<file path="src/rtl/disp_scan_ctrl.sv">
// Time-multiplexed 7-segment scan controller with double-buffered display word and dead-time guard.
// Define DISP_LZS_EN to enable leading-zero suppression of upper digits.
module disp_scan_ctrl #(
   parameter int N_DIGITS  = 4,
   parameter int SHOW_CYC  = 50000,
   parameter int GUARD_CYC = 500
) (
   input  logic                          i_clk,
   input  logic                          i_rst_n,
   input  logic                          i_enable,
   input  logic                          i_load,
   input  logic [4*N_DIGITS-1:0]         i_value,
   input  logic [N_DIGITS-1:0]           i_blank_mask,
   output logic [3:0]                    o_nibble,
   output logic [N_DIGITS-1:0]           o_anodes,
   output logic [$clog2(N_DIGITS)-1:0]   o_digit_idx,
   output logic                          o_frame_done,
   output logic                          o_pending
);

   localparam int IW      = $clog2(N_DIGITS);
   localparam int MAX_CYC = (SHOW_CYC > GUARD_CYC) ? SHOW_CYC : GUARD_CYC;
   localparam int CW      = (MAX_CYC > 1) ? $clog2(MAX_CYC) : 1;

   localparam logic [CW-1:0] GUARD_LAST = CW'(GUARD_CYC - 1);
   localparam logic [CW-1:0] SHOW_LAST  = CW'(SHOW_CYC - 1);
   localparam logic [IW-1:0] LAST_IDX   = IW'(N_DIGITS - 1);

   typedef enum logic [1:0] {IDLE, GUARD, SHOW} state_t;

   state_t                state, state_next;
   logic [CW-1:0]         cnt, cnt_next;
   logic [IW-1:0]         idx, idx_next;
   logic [4*N_DIGITS-1:0] active, active_next;
   logic [4*N_DIGITS-1:0] pend_buf, pend_buf_next;
   logic                  pend_next;
   logic                  commit;
   logic [N_DIGITS-1:0]   lz;
   logic [N_DIGITS-1:0]   anodes_next;
   logic [3:0]            nibble_next;
   logic                  done_next;
`ifdef DISP_LZS_EN
   logic                  zero_above;
`endif

   assign o_digit_idx = idx;

   always_ff @(posedge i_clk or negedge i_rst_n) begin
      if (!i_rst_n) begin
         state        <= IDLE;
         cnt          <= '0;
         idx          <= '0;
         active       <= '0;
         pend_buf     <= '0;
         o_pending    <= 1'b0;
         o_anodes     <= '1;
         o_nibble     <= 4'd0;
         o_frame_done <= 1'b0;
      end else begin
         state        <= state_next;
         cnt          <= cnt_next;
         idx          <= idx_next;
         active       <= active_next;
         pend_buf     <= pend_buf_next;
         o_pending    <= pend_next;
         o_anodes     <= anodes_next;
         o_nibble     <= nibble_next;
         o_frame_done <= done_next;
      end
   end

   // Commits happen on scan start and on the wrap after the last digit, so the active word is frame-stable.
   always_comb begin
      state_next = state;
      cnt_next   = cnt;
      idx_next   = idx;
      commit     = 1'b0;
      if (!i_enable) begin
         state_next = IDLE;
         cnt_next   = '0;
         idx_next   = '0;
      end else begin
         case (state)
            IDLE: begin
               state_next = GUARD;
               cnt_next   = '0;
               idx_next   = '0;
               commit     = 1'b1;
            end
            GUARD: begin
               if (cnt == GUARD_LAST) begin
                  state_next = SHOW;
                  cnt_next   = '0;
               end else begin
                  cnt_next = cnt + CW'(1);
               end
            end
            SHOW: begin
               if (cnt == SHOW_LAST) begin
                  state_next = GUARD;
                  cnt_next   = '0;
                  if (idx == LAST_IDX) begin
                     idx_next = '0;
                     commit   = 1'b1;
                  end else begin
                     idx_next = idx + IW'(1);
                  end
               end else begin
                  cnt_next = cnt + CW'(1);
               end
            end
            default: begin
               state_next = IDLE;
               cnt_next   = '0;
               idx_next   = '0;
            end
         endcase
      end
   end

   // With nothing pending, pend_buf always equals active, so an unconditional commit is harmless.
   always_comb begin
      active_next   = active;
      pend_buf_next = pend_buf;
      pend_next     = o_pending;
      if (commit) begin
         active_next = i_load ? i_value : pend_buf;
         if (i_load) begin
            pend_buf_next = i_value;
         end
         pend_next = 1'b0;
      end else if (i_load) begin
         pend_buf_next = i_value;
         pend_next     = 1'b1;
      end
   end

   always_comb begin
      lz = '0;
`ifdef DISP_LZS_EN
      zero_above = 1'b1;
      for (int k = N_DIGITS - 1; k > 0; k--) begin
         zero_above = zero_above & (active_next[4*k +: 4] == 4'd0);
         lz[k]      = zero_above;
      end
`endif
   end

   // Outputs are computed from next-state values so the registered pins line up with the FSM state.
   always_comb begin
      anodes_next = '1;
      if ((state_next == SHOW) && !i_blank_mask[idx_next] && !lz[idx_next]) begin
         anodes_next[idx_next] = 1'b0;
      end
      nibble_next = active_next[{idx_next, 2'b00} +: 4];
      done_next   = (state_next == SHOW) && (idx_next == LAST_IDX) && (cnt_next == SHOW_LAST);
   end

endmodule

</file>
<file path="config.mk">
export PLATFORM = sky130hd
export DESIGN_NAME = disp_scan_ctrl
export DESIGN_NICKNAME = d
export VERILOG_FILES = /design/src/rtl/disp_scan_ctrl.sv
export SDC_FILE = /design/constraint.sdc
export NUM_CORES = 1
export LEC_CHECK = 0
export BUFFER_PORTS_ARGS = -buffer_cell sky130_fd_sc_hd__buf_2
export CAP_MARGIN = 40
export CORE_ASPECT_RATIO = 0.8
export CORE_MARGIN = 5
export CORE_UTILIZATION = 30
export DETAILED_ROUTE_END_ITERATION = 6
export HOLD_SLACK_MARGIN = 0.12
export PLACE_DENSITY_LB_ADDON = 0.1
export SYNTH_ARGS = -nofsm -noshare
export SYNTH_HDL_FRONTEND = slang
export SYNTH_SLANG_ARGS = --single-unit
export TNS_END_PERCENT = 5
</file>
<file path="constraint.sdc">
create_clock -name i_clk -period 4.1 [get_ports i_clk]
set_input_delay 0.205 -clock i_clk [delete_from_list [all_inputs] [get_ports i_clk]]
set_output_delay 0.205 -clock i_clk [all_outputs]
set_load 0.02 [all_outputs]
</file>
==> flow_summary.toml, run 1 <==
[status]
status = "finished, final reports clean"

[clock_tree]
cts.sink_count = 62
cts_setup_buffers = 0
clk_transition_reported_paths_ps = 60
cts_buffers = 9
cts_max_path_buffers = 2
clk_latency_ps = 330
htree_levels = 3
cts_tree = "built"
cts_root_buffer = "clkbuf_16"

[grt]
antenna_found_initial = 0
grt_start_max_net_pins = 63
first_global_vias = 2142
track_usage_pct = 11.6
grt_overflow = 0
grt_pass1_wl_um = 11100

[die]
io_pins = 36
core-area_um2 = 9690
die_w_um = 122
rows = 32
die_y_um = 99.3
die_area_um2 = 12100
initial_core_util_pct = 30.9

[power]
power_leakage_nw = 1.57
ir_drop_mv = 0.222
powerDensity_nw_per_um2 = 428
power_mw = 1.58

[worst_setup_path]
cp-start-kind = "flop"
path_cells = "ha_1 > or4b_4 > nor4_2 > buf_4 > a22o_1 > mux2_2 > a32oi_1 > o221ai_1"
worstSetupEndpointType = "flop"
cp_slowest_cell = "a22o_1"
cp.required_ps = 4290
critPathTopFamily = "compound AO/OA/AOI/OAI gates"
path_buf_inv = 1
cpPeakStageDelay_ps = 580
cp.arrival_ps = 3330
crit_type = "flop to flop"
crit_fanout = 15

[yosys]
synth.cell_area_um2 = 2990
synthTopCellsByCount = "58 x dfrtp_1, 27 x nor2_1, 26 x mux2_2"
synth.ff_latch_count = 62
synth_edf_count = 0
synthCells = 267
postSynthAreaPerCell_um2 = 11.2
yosys.cell_types.count = 48
yosysTopAreaCellShare_pct = 48.5
synth_warnings = 0
async_reset_ff_share_pct = 100
yosysTopAreaCell = "dfrtp_1"
synth.net_count = 297
synthTopCellsByArea = "dfrtp_1 48%, mux2_2 9.8%, dfstp_2 3.5%"
synth_ff_type = "dfrtp_1"
synth.most_common_cell = "dfrtp_1"
ys_seq_area_share_pct = 52.0

[placement]
hpwlAfterDp_um = 4550
gp_congestion = 0.781
port_buffers = 35

[sta]
fin_skew_ps = 7.50
slew_viol_final = 0
tightestPinTransition_ps = 802
hold_viol_final = 0
whs_ps = 130
slew_headroom_pct = 46.5
fin_crit_ps = 3150
setup_violations = 0
max_freq_mhz = 318
fin_crit_sh_pct = 76.8
rsz0062_at_grt = "no"
setup_tns_ps = 0

[routing]
vias = 2110
drtAntennaViolNets = 0
drc = 0
vias_per_cell = 4.65
dr.pass1.iters = 4
dr.first_iter.drc_count = 79
drt-total-wl_um = 6550
wl_per_cell_um = 14.4

[worst_hold_path]
hp-class = "input pin to flop"

[cells_and_area]
fillCellCount = 991
nets = 343
areaGrowthSynthToFinish_pct = 23.2
multiInputGateArea_um2 = 1320
drive_above_1_share_pct = 29.6
diodes = 0
seq_area_um2 = 1560

[run]
drv_cap = 0
cell usage in the layout, fill, tap and decap left out, types with 3 or more instances in the layout:
master and instances:
dfstp_2 4, and4_1 3, dfrtp_1 58, o221ai_1 4
mux2_2 26, buf_2 36, a32oi_1 4, nor4_1 3
ha_1 6, nor2_1 27, nand2b_1 8, xnor2_1 10
or3_1 5, o21ai_0 8, clkbuf_16 9, dlygate4sd3_1 8
and3_1 6, buf_4 3, inv_1 16, nand4_1 3
xor2_1 7, nand3_1 8, nand2_1 14
layer usage:
layer	up-vias	track usage (%)	routed length [um]
met4	0	3.88	71
met3	8	2.96	261
met2	37	16.3	2720
li1	1031	-	-
met5	-	0	0
met1	1034	17.2	3490
registers in the layout, summed over array words and instances (netlist names):
signal and cells:
state 2, cnt 16, pend_buf 16, o_digit_idx 2, o_frame_done 1, o_pending 1
o_anodes 4, o_nibble 4, active 16
final timing paths:
path	from	endpoint	slack, ps	cells past startpoint
min in group asynchronous	i_rst_n	pend_buf[13]	580	3
worst max register to register	cnt[0]	o_nibble[3]	950	8
worst min register to register	active[5]	active[5]	490	2
worst min-delay path	i_value[6]	pend_buf[6]	130	2
worst max-delay path	cnt[0]	o_nibble[3]	950	8
max in group asynchronous	i_rst_n	cnt[10]	2980	3
cell type report:
type	count	share of cell area (%)
clock inverter	7	1.97
multi-input combinational	177	35.8
sequential	62	42.2
inverter	16	1.63
clock buffer	9	6.11
timing repair buffer	47	7.67
tap	136	4.61
repair_timing:
action / 4_1_cts / 5_1_grt
endpoints found under the hold margin: 65 / 0
hold buffers: 8 / 0
resized for setup: 0 / 0
stage by stage:
step | cells | cell area (um^2) | setup WS [ps] | utilization [%]
4_1_cts | 454 | 3690 | 911 | 38.1
6_report | 454 | 3690 | 953 | 38.1
5_1_grt | 454 | 3690 | 763 | 38.1
2_1_floorplan | 267 | 2990 | 1400 | -
3_5_place_dp | 430 | 3310 | 947 | 34.2
3_3_place_gp | 429 | 3310 | 998 | 34.1
power by group:
part,total [mW],internal (mW),switching [mW]
registers,0.680,0.666,0.0135
clock network,0.754,0.471,0.283
logic,0.143,0.0653,0.0780
cell families after synthesis:
| kind of cell | share of synthesized area, % |
|---|---|
| muxes | 10.5 |
| adders and majority gates | 2.51 |
| buffers and inverters | 3.85 |
| xor gates and xnor gates | 4.97 |
| AOI/OAI and AO/OA | 8.99 |
| and+or+nand+nor | 17.2 |
| DFF | 52.0 |
worst register-to-register path, stage by stage (launching register included):
cell and delay, ps:
dfrtp_1 420, ha_1 230, or4b_4 500, nor4_2 290
buf_4 210, a22o_1 580, mux2_2 430, a32oi_1 210
o221ai_1 130
Power figures use the tool's default switching activity.
==> run 2: changes to the inputs <==
==> constraint.sdc (replaced) <==
create_clock -name i_clk -period 3.1 [get_ports i_clk]
set_input_delay 0.155 -clock i_clk [delete_from_list [all_inputs] [get_ports i_clk]]
set_output_delay 0.155 -clock i_clk [all_outputs]
set_load 0.02 [all_outputs]
==> flow_summary.toml, run 2 (synthesis results as in run 1) <==
[die]
io_pins = 36
die_area_um2 = 12100
rows = 32
die_y_um = 99.3
die_w_um = 122
initial_core_util_pct = 30.9
core-area_um2 = 9690

[cells_and_area]
mostFrequentLayoutCells = "58 x dfrtp_1, 35 x buf_2, 27 x nor2_1"
drive_above_1_share_pct = 28.8
diodes = 0
stdcell_count = 469
final_common_cell = "dfrtp_1"
top_regs = "active: 16 flops, cnt: 16 flops, pend_buf: 16 flops"
areaGrowthSynthToFinish_pct = 29.9
nets = 358

[worst_setup_path]
path_cells = "ha_1 > or4b_4 > nor4_2 > buf_4 > and3_1 > a211oi_4 > or3_4 > or3_1"
crit_fanout = 10
cp.required_ps = 3340
cp.arrival_ps = 3170
cpPeakStageDelay_ps = 510
r2r_end = "o_anodes[1]"
path_buf_inv = 1
reg2reg_from = "cnt[0]"
worstSetupEndpointType = "flop"
critPathTopFamily = "simple AND/OR/NAND/NOR gates"
crit_type = "flop to flop"
cp_slowest_cell = "or4b_4"
rrSetupSlack_ps = 170
crit_start = "cnt[0]"
worstRegToRegCells = 8
cp-start-kind = "flop"

[worst_hold_path]
min_to = "o_pending"
worstHoldStart = "i_load"
whs_path_depth = 3
hp-class = "input pin to flop"

[clock_tree]
clk_latency_ps = 320
cts_tree = "built"
htree_levels = 3
cts_buffers = 9
cts_max_path_buffers = 2
cts_root_buffer = "clkbuf_16"
clk_transition_reported_paths_ps = 60
cts.sink_count = 62
cts_setup_buffers = 0

[sta]
hold_viol_final = 0
fin_crit_sh_pct = 94.4
fin_skew_ps = 6.01
fin_crit_ps = 2930
slew_viol_final = 0
whs_ps = 293
slew_headroom_pct = 64.4
tightestPinTransition_ps = 534
rsz0062_at_grt = "no"
setup_violations = 0
setup_tns_ps = 0
max_freq_mhz = 342

[power]
powerDensity_nw_per_um2 = 568
power_leakage_nw = 1.66
ir_drop_mv = 0.220

[grt]
grt_pass1_wl_um = 11500
antenna_found_initial = 0
first_global_vias = 2179
grt_start_max_net_pins = 42
grt_overflow = 0
track_usage_pct = 12.1

[routing]
vias_per_cell = 4.61
vias = 2160
dr.first_iter.drc_count = 89
drc = 0
drt-total-wl_um = 6780
dr.pass1.iters = 4
wl_per_cell_um = 14.5
drtAntennaViolNets = 0

[status]
status = "finished, final reports clean"

[placement]
port_buffers = 35
dp_cells = 432
hpwlAfterDp_um = 4850
gp_congestion = 0.788

[run]
drv_cap = 0
## run 2: changes by cell type in the layout (fill, tap and decap cells not counted)
cell | previous run | this run
dlygate4sd3_1 | 8 | 21
buf_4 | 3 | 5
clkinv_2 | 2 | 0
a211oi_2 | 1 | 0
a211oi_4 | 0 | 1
buf_12 | 0 | 1
buf_2 | 36 | 35
bufinv_16 | 1 | 2
clkinvlp_4 | 2 | 1
inv_6 | 1 | 2
inv_8 | 0 | 1
## run 2: per-layer routing
layer / vias to the layer above / global-route usage, % / wire (um)
met5: - / 0 / 0
met4: 0 / 3.62 / 48
met3: 4 / 3.07 / 230
met2: 37 / 16.4 / 2910
met1: 1052 / 18.7 / 3590
li1: 1067 / - / -
## run 2: worst max path at each step
stage	to	slack, ps	cells after the start
after global routing	o_anodes[1]	20	8
after CTS	o_nibble[1]	160	8
after detailed placement	o_nibble[1]	190	8
after global placement	o_anodes[1]	330	8
final	o_anodes[1]	170	8
after floorplan	o_nibble[0]	400	9
## run 2: what timing repair did
action,CTS,global route
gates resized for setup,0,1
endpoints found under the hold margin,40,0
endpoints found under the setup margin,0,1
hold buffers,21,0
## run 2: worst min-delay path: stages
cell    delay, ps
buf_2         230
nor2_1        140
nor2_1         40
## run 2: layout make-up
cell class                 instances  area (um^2)
fill                             969         5800
multi-input combinational        177         1330
clock buffer                       9          225
timing repair buffer              62          443
tap                              136          170
clock inverter                     7          105
inverter                          16         60.1
sequential                        62         1560
## run 2: per-stage QoR
stage | utilization (%) | power [mW] | worst slack (ps) | instance area (um^2)
floorplan | - | 1.03 | 399 | 2990
global placement | 34.5 | 1.11 | 331 | 3340
detailed placement | 34.5 | 1.11 | 185 | 3340
CTS | 40.1 | 2.25 | 160 | 3880
global route | 40.1 | 2.32 | 21.3 | 3890
finish | 40.1 | 2.21 | 172 | 3890
## run 2: where the power goes
| group | leakage [nW] | switching (mW) | internal (mW) | total (mW) |
|---|---|---|---|---|
| Sequential | 0.762 | 0.0174 | 0.881 | 0.898 |
| Clock | 0.159 | 0.384 | 0.716 | 1.10 |
| Combinational | 0.735 | 0.110 | 0.100 | 0.211 |
